==> config.mk <==
export PLATFORM = sky130hd
export DESIGN_NAME = mips_muldiv_unit_flat
export DESIGN_NICKNAME = d
export VERILOG_FILES = /design/src/rtl/mips_muldiv_unit_if.sv /design/src/rtl/mips_muldiv_unit.sv /design/src/flat_wrapper.sv
export SDC_FILE = /design/constraint.sdc
export NUM_CORES = 1
export LEC_CHECK = 0
export CAP_MARGIN = 20
export CORE_MARGIN = 2
export CORE_UTILIZATION = 54
export CTS_CLUSTER_DIAMETER = 30
export CTS_CLUSTER_SIZE = 25
export DETAILED_ROUTE_END_ITERATION = 7
export HOLD_SLACK_MARGIN = 0.12
export PLACE_DENSITY = 0.78
export SYNTH_ARGS = -nofsm -noshare
export SYNTH_HDL_FRONTEND = slang
export SYNTH_SLANG_ARGS = --single-unit
==> constraint.sdc <==
create_clock -name clk -period 3 [get_ports clk]
set_input_delay 0.6 -clock clk [delete_from_list [all_inputs] [get_ports clk]]
set_output_delay 0.6 -clock clk [all_outputs]
set_load 0.02 [all_outputs]
==> src/rtl/mips_muldiv_unit_if.sv <==
// Request/result bundle between the core's execute stage and the HI/LO multiply/divide unit.
interface mips_muldiv_unit_if #(
  parameter int DATA_WIDTH = 32
);
  logic                  start;
  logic [2:0]            op;
  logic [DATA_WIDTH-1:0] src_a;
  logic [DATA_WIDTH-1:0] src_b;
  logic                  busy;
  logic                  done;
  logic [DATA_WIDTH-1:0] hi;
  logic [DATA_WIDTH-1:0] lo;

  // Core side: issues requests, watches busy/done, reads HI/LO.
  modport master (
    output start, op, src_a, src_b,
    input  busy, done, hi, lo
  );

  // Unit side.
  modport slave (
    input  start, op, src_a, src_b,
    output busy, done, hi, lo
  );
endinterface

==> src/rtl/mips_muldiv_unit.sv <==
// Iterative MIPS multiply/divide unit owning HI/LO.
// One bit per cycle for MULT/MULTU/DIV/DIVU on magnitudes, sign fix-up in FIX;
// MTHI/MTLO write in a single cycle. DATA_WIDTH must be at least 2.
module mips_muldiv_unit #(
  parameter int DATA_WIDTH = 32,
  parameter bit EARLY_DIV0 = 1'b1
) (
  input  logic               clk,
  input  logic               rst,
  mips_muldiv_unit_if.slave  bus
);
  localparam int W  = DATA_WIDTH;
  localparam int CW = (W > 1) ? $clog2(W) : 1;

  typedef enum logic [1:0] {IDLE, MUL, DIV, FIX} state_t;

  state_t          state_reg, state_next;
  logic [CW-1:0]   count_reg;
  logic [2*W-1:0]  acc_reg;      // mul: {partial, multiplier}; div: {remainder, dividend/quotient}
  logic [W-1:0]    mag_reg;      // |multiplicand| or |divisor|
  logic [W-1:0]    a_raw_reg;    // raw rs value, returned in HI on divide by zero
  logic [W-1:0]    hi_reg, lo_reg;
  logic            neg_q_reg;    // negate product / quotient
  logic            neg_r_reg;    // negate remainder
  logic            is_div_reg;
  logic            div0_reg;
  logic            done_reg;

  // Request decode
  logic          accept, op_mul, op_div, op_mthi, op_mtlo, div_zero;
  logic          sign_a, sign_b;
  logic [W-1:0]  abs_a, abs_b;

  // Datapath step/fix-up values
  logic [W:0]     mul_sum;
  logic [2*W-1:0] mul_next;
  logic [W:0]     div_shift;
  logic [W:0]     div_diff;
  logic           div_fits;
  logic [2*W-1:0] div_next;
  logic [2*W-1:0] prod_fix;
  logic [W-1:0]   quo_fix, rem_fix;

  // Decode the incoming request and form operand magnitudes
  always_comb begin
    accept   = bus.start && (state_reg == IDLE);
    op_mul   = (bus.op == 3'b000) || (bus.op == 3'b001);
    op_div   = (bus.op == 3'b010) || (bus.op == 3'b011);
    op_mthi  = (bus.op == 3'b100);
    op_mtlo  = (bus.op == 3'b101);
    div_zero = (bus.src_b == '0);
    // op[0]=0 selects the signed variant of both MULT and DIV
    sign_a   = ~bus.op[0] && bus.src_a[W-1];
    sign_b   = ~bus.op[0] && bus.src_b[W-1];
    abs_a    = sign_a ? -bus.src_a : bus.src_a;
    abs_b    = sign_b ? -bus.src_b : bus.src_b;
  end

  // One shift-add / restoring-subtract step, plus the final sign correction
  always_comb begin
    mul_sum   = {1'b0, acc_reg[2*W-1:W]} + (acc_reg[0] ? {1'b0, mag_reg} : '0);
    mul_next  = {mul_sum, acc_reg[W-1:1]};
    div_shift = acc_reg[2*W-1:W-1];
    div_fits  = (div_shift >= {1'b0, mag_reg});
    div_diff  = div_shift - {1'b0, mag_reg};
    div_next  = div_fits ? {div_diff[W-1:0], acc_reg[W-2:0], 1'b1}
                         : {div_shift[W-1:0], acc_reg[W-2:0], 1'b0};
    prod_fix  = neg_q_reg ? -acc_reg : acc_reg;
    quo_fix   = neg_q_reg ? -acc_reg[W-1:0] : acc_reg[W-1:0];
    rem_fix   = neg_r_reg ? -acc_reg[2*W-1:W] : acc_reg[2*W-1:W];
  end

  // Sequencer next-state logic
  always_comb begin
    state_next = state_reg;
    case (state_reg)
      IDLE: begin
        if (accept && op_mul) begin
          state_next = MUL;
        end else if (accept && op_div) begin
          state_next = (EARLY_DIV0 && div_zero) ? FIX : DIV;
        end
      end
      MUL, DIV: begin
        if (count_reg == '0) begin
          state_next = FIX;
        end
      end
      FIX:     state_next = IDLE;
      default: state_next = IDLE;
    endcase
  end

  // Sequencer state register
  always_ff @(posedge clk) begin
    if (rst) begin
      state_reg <= IDLE;
    end else begin
      state_reg <= state_next;
    end
  end

  // Operand capture, iteration, HI/LO writes and the done pulse
  always_ff @(posedge clk) begin
    if (rst) begin
      count_reg  <= '0;
      acc_reg    <= '0;
      mag_reg    <= '0;
      a_raw_reg  <= '0;
      hi_reg     <= '0;
      lo_reg     <= '0;
      neg_q_reg  <= 1'b0;
      neg_r_reg  <= 1'b0;
      is_div_reg <= 1'b0;
      div0_reg   <= 1'b0;
      done_reg   <= 1'b0;
    end else begin
      done_reg <= 1'b0;
      case (state_reg)
        IDLE: begin
          if (accept) begin
            count_reg  <= CW'(W - 1);
            a_raw_reg  <= bus.src_a;
            neg_q_reg  <= sign_a ^ sign_b;
            neg_r_reg  <= sign_a;
            is_div_reg <= op_div;
            div0_reg   <= div_zero;
            if (op_mul) begin
              acc_reg <= {{W{1'b0}}, abs_b};
              mag_reg <= abs_a;
            end else if (op_div) begin
              acc_reg <= {{W{1'b0}}, abs_a};
              mag_reg <= abs_b;
            end
            if (op_mthi) hi_reg <= bus.src_a;
            if (op_mtlo) lo_reg <= bus.src_a;
          end
        end
        MUL: begin
          acc_reg   <= mul_next;
          count_reg <= count_reg - CW'(1);
        end
        DIV: begin
          acc_reg   <= div_next;
          count_reg <= count_reg - CW'(1);
        end
        FIX: begin
          done_reg <= 1'b1;
          if (is_div_reg && div0_reg) begin
            hi_reg <= a_raw_reg;
            lo_reg <= '1;
          end else if (is_div_reg) begin
            hi_reg <= rem_fix;
            lo_reg <= quo_fix;
          end else begin
            {hi_reg, lo_reg} <= prod_fix;
          end
        end
        default: ;
      endcase
    end
  end

  assign bus.busy = (state_reg != IDLE);
  assign bus.done = done_reg;
  assign bus.hi   = hi_reg;
  assign bus.lo   = lo_reg;
endmodule

==> src/flat_wrapper.sv <==
// flat-port wrapper written by rule: the top's interface ports become plain ports
module mips_muldiv_unit_flat 
#(
  parameter int DATA_WIDTH = 32,
  parameter bit EARLY_DIV0 = 1'b1
)
  (clk, rst, bus_start, bus_op, bus_src_a, bus_src_b, bus_busy, bus_done, bus_hi, bus_lo);
  mips_muldiv_unit_if #(.DATA_WIDTH(DATA_WIDTH)) bus_i ();
  input  logic clk;
  input  logic rst;
  input wire logic [$bits(bus_i.start)-1:0] bus_start;
  input wire logic [$bits(bus_i.op)-1:0] bus_op;
  input wire logic [$bits(bus_i.src_a)-1:0] bus_src_a;
  input wire logic [$bits(bus_i.src_b)-1:0] bus_src_b;
  output wire logic [$bits(bus_i.busy)-1:0] bus_busy;
  output wire logic [$bits(bus_i.done)-1:0] bus_done;
  output wire logic [$bits(bus_i.hi)-1:0] bus_hi;
  output wire logic [$bits(bus_i.lo)-1:0] bus_lo;
  assign bus_i.start = bus_start;
  assign bus_i.op = bus_op;
  assign bus_i.src_a = bus_src_a;
  assign bus_i.src_b = bus_src_b;
  assign bus_busy = bus_i.busy;
  assign bus_done = bus_i.done;
  assign bus_hi = bus_i.hi;
  assign bus_lo = bus_i.lo;
  mips_muldiv_unit #(.DATA_WIDTH(DATA_WIDTH), .EARLY_DIV0(EARLY_DIV0)) u_core (.clk(clk), .rst(rst), .bus(bus_i));
endmodule
Word-level counts from Yosys, hierarchy flattened
Cells that the tools add are included.
Cells by class
  bitwise logic cells: 2
  magnitude comparators: 1
  mux-type cells: 31
  multipliers: 0
  reductions and logical operators: 25
  add/sub/neg operators: 8
  equal/unequal tests: 14
  shifts and indexed selects: 0
  divide/modulo/power cells: 0
Operator list (count)
  two-way mux 32 bit: 15
  two-way mux 64 bit: 5
  one-hot mux 64 bit (3 select lines): 1
  negation 32 bit: 4
  one-hot mux 32 bit (2 select lines): 2
  negation 64 bit: 1
  adder 32 x 32 -> 33 bit: 1
  >= comparator 33 x 32 -> 1 bit: 1
  logical NOT 32 bit: 1
  subtractor 32 bit: 1
  AND reduction 3 bit: 4
  one-hot mux 5 bit (2 select lines): 1
  inequality test 2 x 1 -> 1 bit (second input constant): 4
  nonzero test 2 bit: 4
  == test 3 x 2 -> 1 bit (second input constant): 2
  == test 3 bit (second input constant): 2
  logical AND 1 bit: 6
  two-way mux 2 bit: 3
  one-hot mux 2 bit (3 select lines): 1
  AND reduction 2 bit: 3
  logical NOT 5 bit: 1
  two-way mux 5 bit: 1
  subtractor 5 x 1 -> 5 bit (second input constant): 1
  == test 2 bit (second input constant): 2
  12 further kinds: 14
Storage, ports and cells
  memories kept: 0
  flip-flop bits (word level): 204
  RAM bits: 0
  output and inout bits: 66
  ROM bits: 0
  logic and storage cells: 93
  input bits: 70
  bits in latches: 0

Depth between registers and ports, before layout
  depth in word-level cells: 7
  gate-level depth with buffers: 14

Least setup slack after synthesis
No wires, ideal clock.
  kind: register to register
  from: reg u_core.acc_reg[0]
  to: reg u_core.acc_reg[63]
  arrival: 3.122 ns
  slack: -0.180 ns
  stages on the path, launching flop included: 15
  buffers on the path: 2
  cell sequence: dfxtp_1 > inv_1 > clkbuf_1 > nor2_1 > ha_1 > clkbuf_1 > nand4_1 > or3_1 > a31oi_1 > and4_1 > o2111ai_1 > a21o_1 > and2_1 > o41ai_1 > a21o_1
Between the ends
  cells in the longest elaborated chain, start to end: 3
Ends and longest elaborated chain
  start, declared: RTL line mips_muldiv_unit.sv:19  | logic [2*W-1:0] acc_reg;
  start signal, assigned: RTL line mips_muldiv_unit.sv:129  | acc_reg <= {{W{1'b0}}, abs_b};
  start signal, assigned: RTL line mips_muldiv_unit.sv:132  | acc_reg <= {{W{1'b0}}, abs_a};
  start signal, assigned: RTL line mips_muldiv_unit.sv:140  | acc_reg <= mul_next;
  two-way mux 32 bit: RTL line mips_muldiv_unit.sv:61  | mul_sum = {1'b0, acc_reg[2*W-1:W]} + (acc_reg[0] ? {1'b0, mag_reg} : '0);
  adder 32 x 32 -> 33 bit: RTL line mips_muldiv_unit.sv:61
  one-hot mux 64 bit (3 select lines): RTL line mips_muldiv_unit.sv:119  | case (state_reg)
Every way passes these cells.
A chain may end at the register's enable or synchronous reset.

Worst setup path after layout
  from: reg u_core.acc_reg[0]
  to: reg u_core.acc_reg[56]
Same word-level chain as after synthesis.

==> results.yml <==
outcome:
  outcome: "finished with violations"
  violations: "DRC, setup timing"
clock_tree:
  clock_latency_ns: 0.57
  clk_path_buf_depth: 3
  numCtsBuffers: 53
  cts_max_level: 2
  root_buffer: "clkbuf_16"
  clkTransAtPathRegs_ns: 0.05
  cts_tree: "built"
  cts_num_sinks: 204
place:
  place.gp.congestion: 1.002
  dpl_cell_area_sq_mm: 0.02052
  dp_hpwl_mm: 53.04
  port_buffers: 135
power:
  ir_drop_mv: 0.7306
  pwr-share-clk_pct: 34.5
  seqPwrFrac_pct: 19.7
  powerDensity_mw_per_mm2: 724.5
  power.total_uw: 17190
  swShare_pct: 39.40
  p_int_uw: 10420
  p_sw_uw: 6773
  comb_power_share_pct: 45.7
  leakagePower_uw: 0.009724
sta:
  slew_violations: 0
  relSlewSlack_pct: 44.07
  max_freq_mhz: 321.0
  worst_slack_ns: -0.1156
  finalClockSkew_ns: 0.02157
  tightest_slew_ns: 0.8389
  setup_viol: 16
  rsz0062_at_grt: "yes"
  finalCriticalPeriod_ns: 3.116
  final.period_utilization_pct: 103.9
  hold_violations: 0
floorplan:
  die_h_microns: 178.1
  die-area_sq_mm: 0.03170
  initial_core_util_pct: 55.05
  die_x_microns: 178.1
  pin_count: 136
  core_region_area_sq_mm: 0.02972
  core.rowCount: 63
min_path:
  hold_path.class: "reg2reg"
  hp-start: "u_core.bus.lo[2]"
  holdPathStages: 2
yosys:
  synth_flop_cell: "dfxtp_1"
  netlist_instances: 2247
  yosysSeqAreaShare_pct: 24.97
  avgSynthCellArea_sq_um: 7.280
  synth_top_area_cell: "dfxtp_1"
  synth-edff-count: 0
  async_flop_share_pct: 0
  syn_area_sq_mm: 0.01636
  synth_top_area_share_pct: 24.97
  synth_area_leaders: "dfxtp_1 25%, a21oi_1 8.0%, nand2_1 6.7%"
  synth_cell_types: 76
  synth_seq_cells: 204
  ys_warn_count: 0
  synth.net_count: 2393
setup_path:
  critical_path_arrival_ns: 3.56
  regToRegSetupSlack_ns: -0.12
  slowest_delay_ns: 0.37
  reg2reg_depth: 13
  worstPathRequired_ns: 3.44
  crit_type: "reg2reg"
  cp-end-kind: "register"
  r2r_end: "u_core.acc_reg[56]"
  worstSetupStartpointType: "register"
  crit_start: "u_core.acc_reg[0]"
  slowest_stage: "dfxtp_4"
  r2r_start: "u_core.acc_reg[0]"
  crit_fanout: 7
  cp_cell_sequence: "inv_8 > buf_12 > nor2_2 > ha_4 > o211ai_1 > nor2_2 > o221ai_4 > a211oi_4 > o2111ai_2 > a21oi_2 > or3_1 > a32o_2 > a311o_1"
  crit_path_frequent_cell: "nor2_2"
  crit_end: "u_core.acc_reg[56]"
global_routing:
  grt_max_degree: 148
  grtUsageTotal_pct: 43.96
  grt_pass1_vias: 19160
  grt_remaining_overflow: 0
  antenna_found_initial: 0
  grt_pass1_wl_mm: 107.8
detailed_routing:
  first_iter_violations: 2941
  routed-via-count: 20500
  totalWireLength_mm: 73.70
  ant_nets: 0
  wl_per_cell_microns: 23.81
  drtPass1Iterations: 8
  drc: 54
  vias_per_cell: 6.625
final_layout:
  largest_register_ffs: 64
  final_area_sq_mm: 0.02373
  diodes: 0
  synthToLayoutAreaGrowth_pct: 45.05
  most-common-layout-cells: "380 x buf_4, 284 x nand2_1, 243 x a21oi_1"
  layout-drive-gt1-share_pct: 25.80
  nets: 2809
  layout_commonest_cell: "buf_4"
run:
  max_cap_violations: 0
-- cells in the mapped netlist, drive strengths merged (42+ instances only) --
| master | n |
|---|---|
| xnor2 | 91 |
| ha | 74 |
| nand2 | 290 |
| o211ai | 49 |
| nor3 | 43 |
| mux2i | 42 |
| inv | 76 |
| dfxtp | 204 |
| xor2 | 71 |
| nor2 | 201 |
| a21oi | 260 |
| clkbuf | 164 |
| o21ai | 120 |
-- metal layers --
layer | vias to the layer above | routed length (microns) | part of all wire [%] | GRT usage [%]
met1 | 9639 | 27530 | 37 | 55.08
met2 | 1447 | 32960 | 45 | 69.15
li1 | 9065 | - | - | -
met4 | 0 | 4860 | 6.6 | 25.34
met5 | - | 0 | 0 | 0
met3 | 353 | 8346 | 11 | 10.19
-- cell families (layout without fill, tap and decap cells) --
| logic type | after synthesis | after routing | share of synthesized area [%] |
|---|---|---|---|
| simple gates | 736 | 736 | 20.80 |
| flops | 204 | 204 | 24.97 |
| xor+xnor | 162 | 162 | 8.674 |
| compound gates | 767 | 767 | 30.88 |
| fa+ha+maj | 76 | 76 | 5.905 |
| buf+inv | 257 | 715 | 5.997 |
| mux | 45 | 45 | 2.776 |
-- worst max-delay path, delay by kind of cell, from the launching register on --
family	cells	cell delay [ns]
DFF	1	0.37
and+or+nand+nor	3	0.60
buffers and inverters	2	0.19
adders and majority gates	1	0.23
AOI/OAI and AO/OA	7	1.60
-- worst min-delay path by stage --
stage / to / slack (ns)
after CTS: u_core.bus.lo[2] / 0.45
after global placement: u_core.a_raw_reg[29] / 0.44
after global routing: u_core.a_raw_reg[10] / 0.47
final: u_core.bus.lo[2] / 0.45
after detailed placement: u_core.bus.lo[4] / 0.44
after floorplan: u_core.mag_reg[21] / 0.43
-- repair_timing --
| action | in CTS | in global routing |
|---|---|---|
| gates resized for setup | 96 | 151 |
| hold buffers | 0 | 0 |
| endpoints found under the setup margin | 44 | 80 |
| endpoints found under the hold margin | 0 | 0 |
| gates cloned | 2 | 0 |
| setup buffers | 12 | 12 |
| pin swaps | 40 | 76 |
-- final cells by class --
class / count / area (sq um)
Clock inverter: 32 / 404.1
Sequential cell: 204 / 4098
Tap cell: 390 / 488.0
Timing Repair Buffer: 542 / 4624
Clock buffer: 65 / 1451
Inverter: 76 / 292.8
Fill cell: 1980 / 5989
Multi-Input combinational cell: 1786 / 12370
-- stage by stage --
stage / utilization, % / TNS, ns / std cells / setup WS (ns) / hold slack (ns)
floorplan: - / -0.04203 / 2247 / -0.04203 / 0.4319
global placement: 69.05 / -15.85 / 2975 / -0.4698 / 0.4398
detailed placement: 69.05 / -19.47 / 2975 / -0.5391 / 0.4445
CTS: 77.25 / -0.1623 / 3085 / -0.05180 / 0.4501
global route: 79.85 / -2.850 / 3095 / -0.2078 / 0.4677
finish: 79.85 / -0.8599 / 3095 / -0.1156 / 0.4487
-- power groups by stage --
stage / Sequential [uW] / Combinational (uW) / Clock, uW
floorplan: 3370 / 3750 / 0
global placement: 3370 / 6450 / 0
detailed placement: 3380 / 6560 / 0
CTS: 3360 / 7010 / 5890
global route: 3410 / 8220 / 6070
finish: 3390 / 7860 / 5940
(Power assumes the default switching activity.)
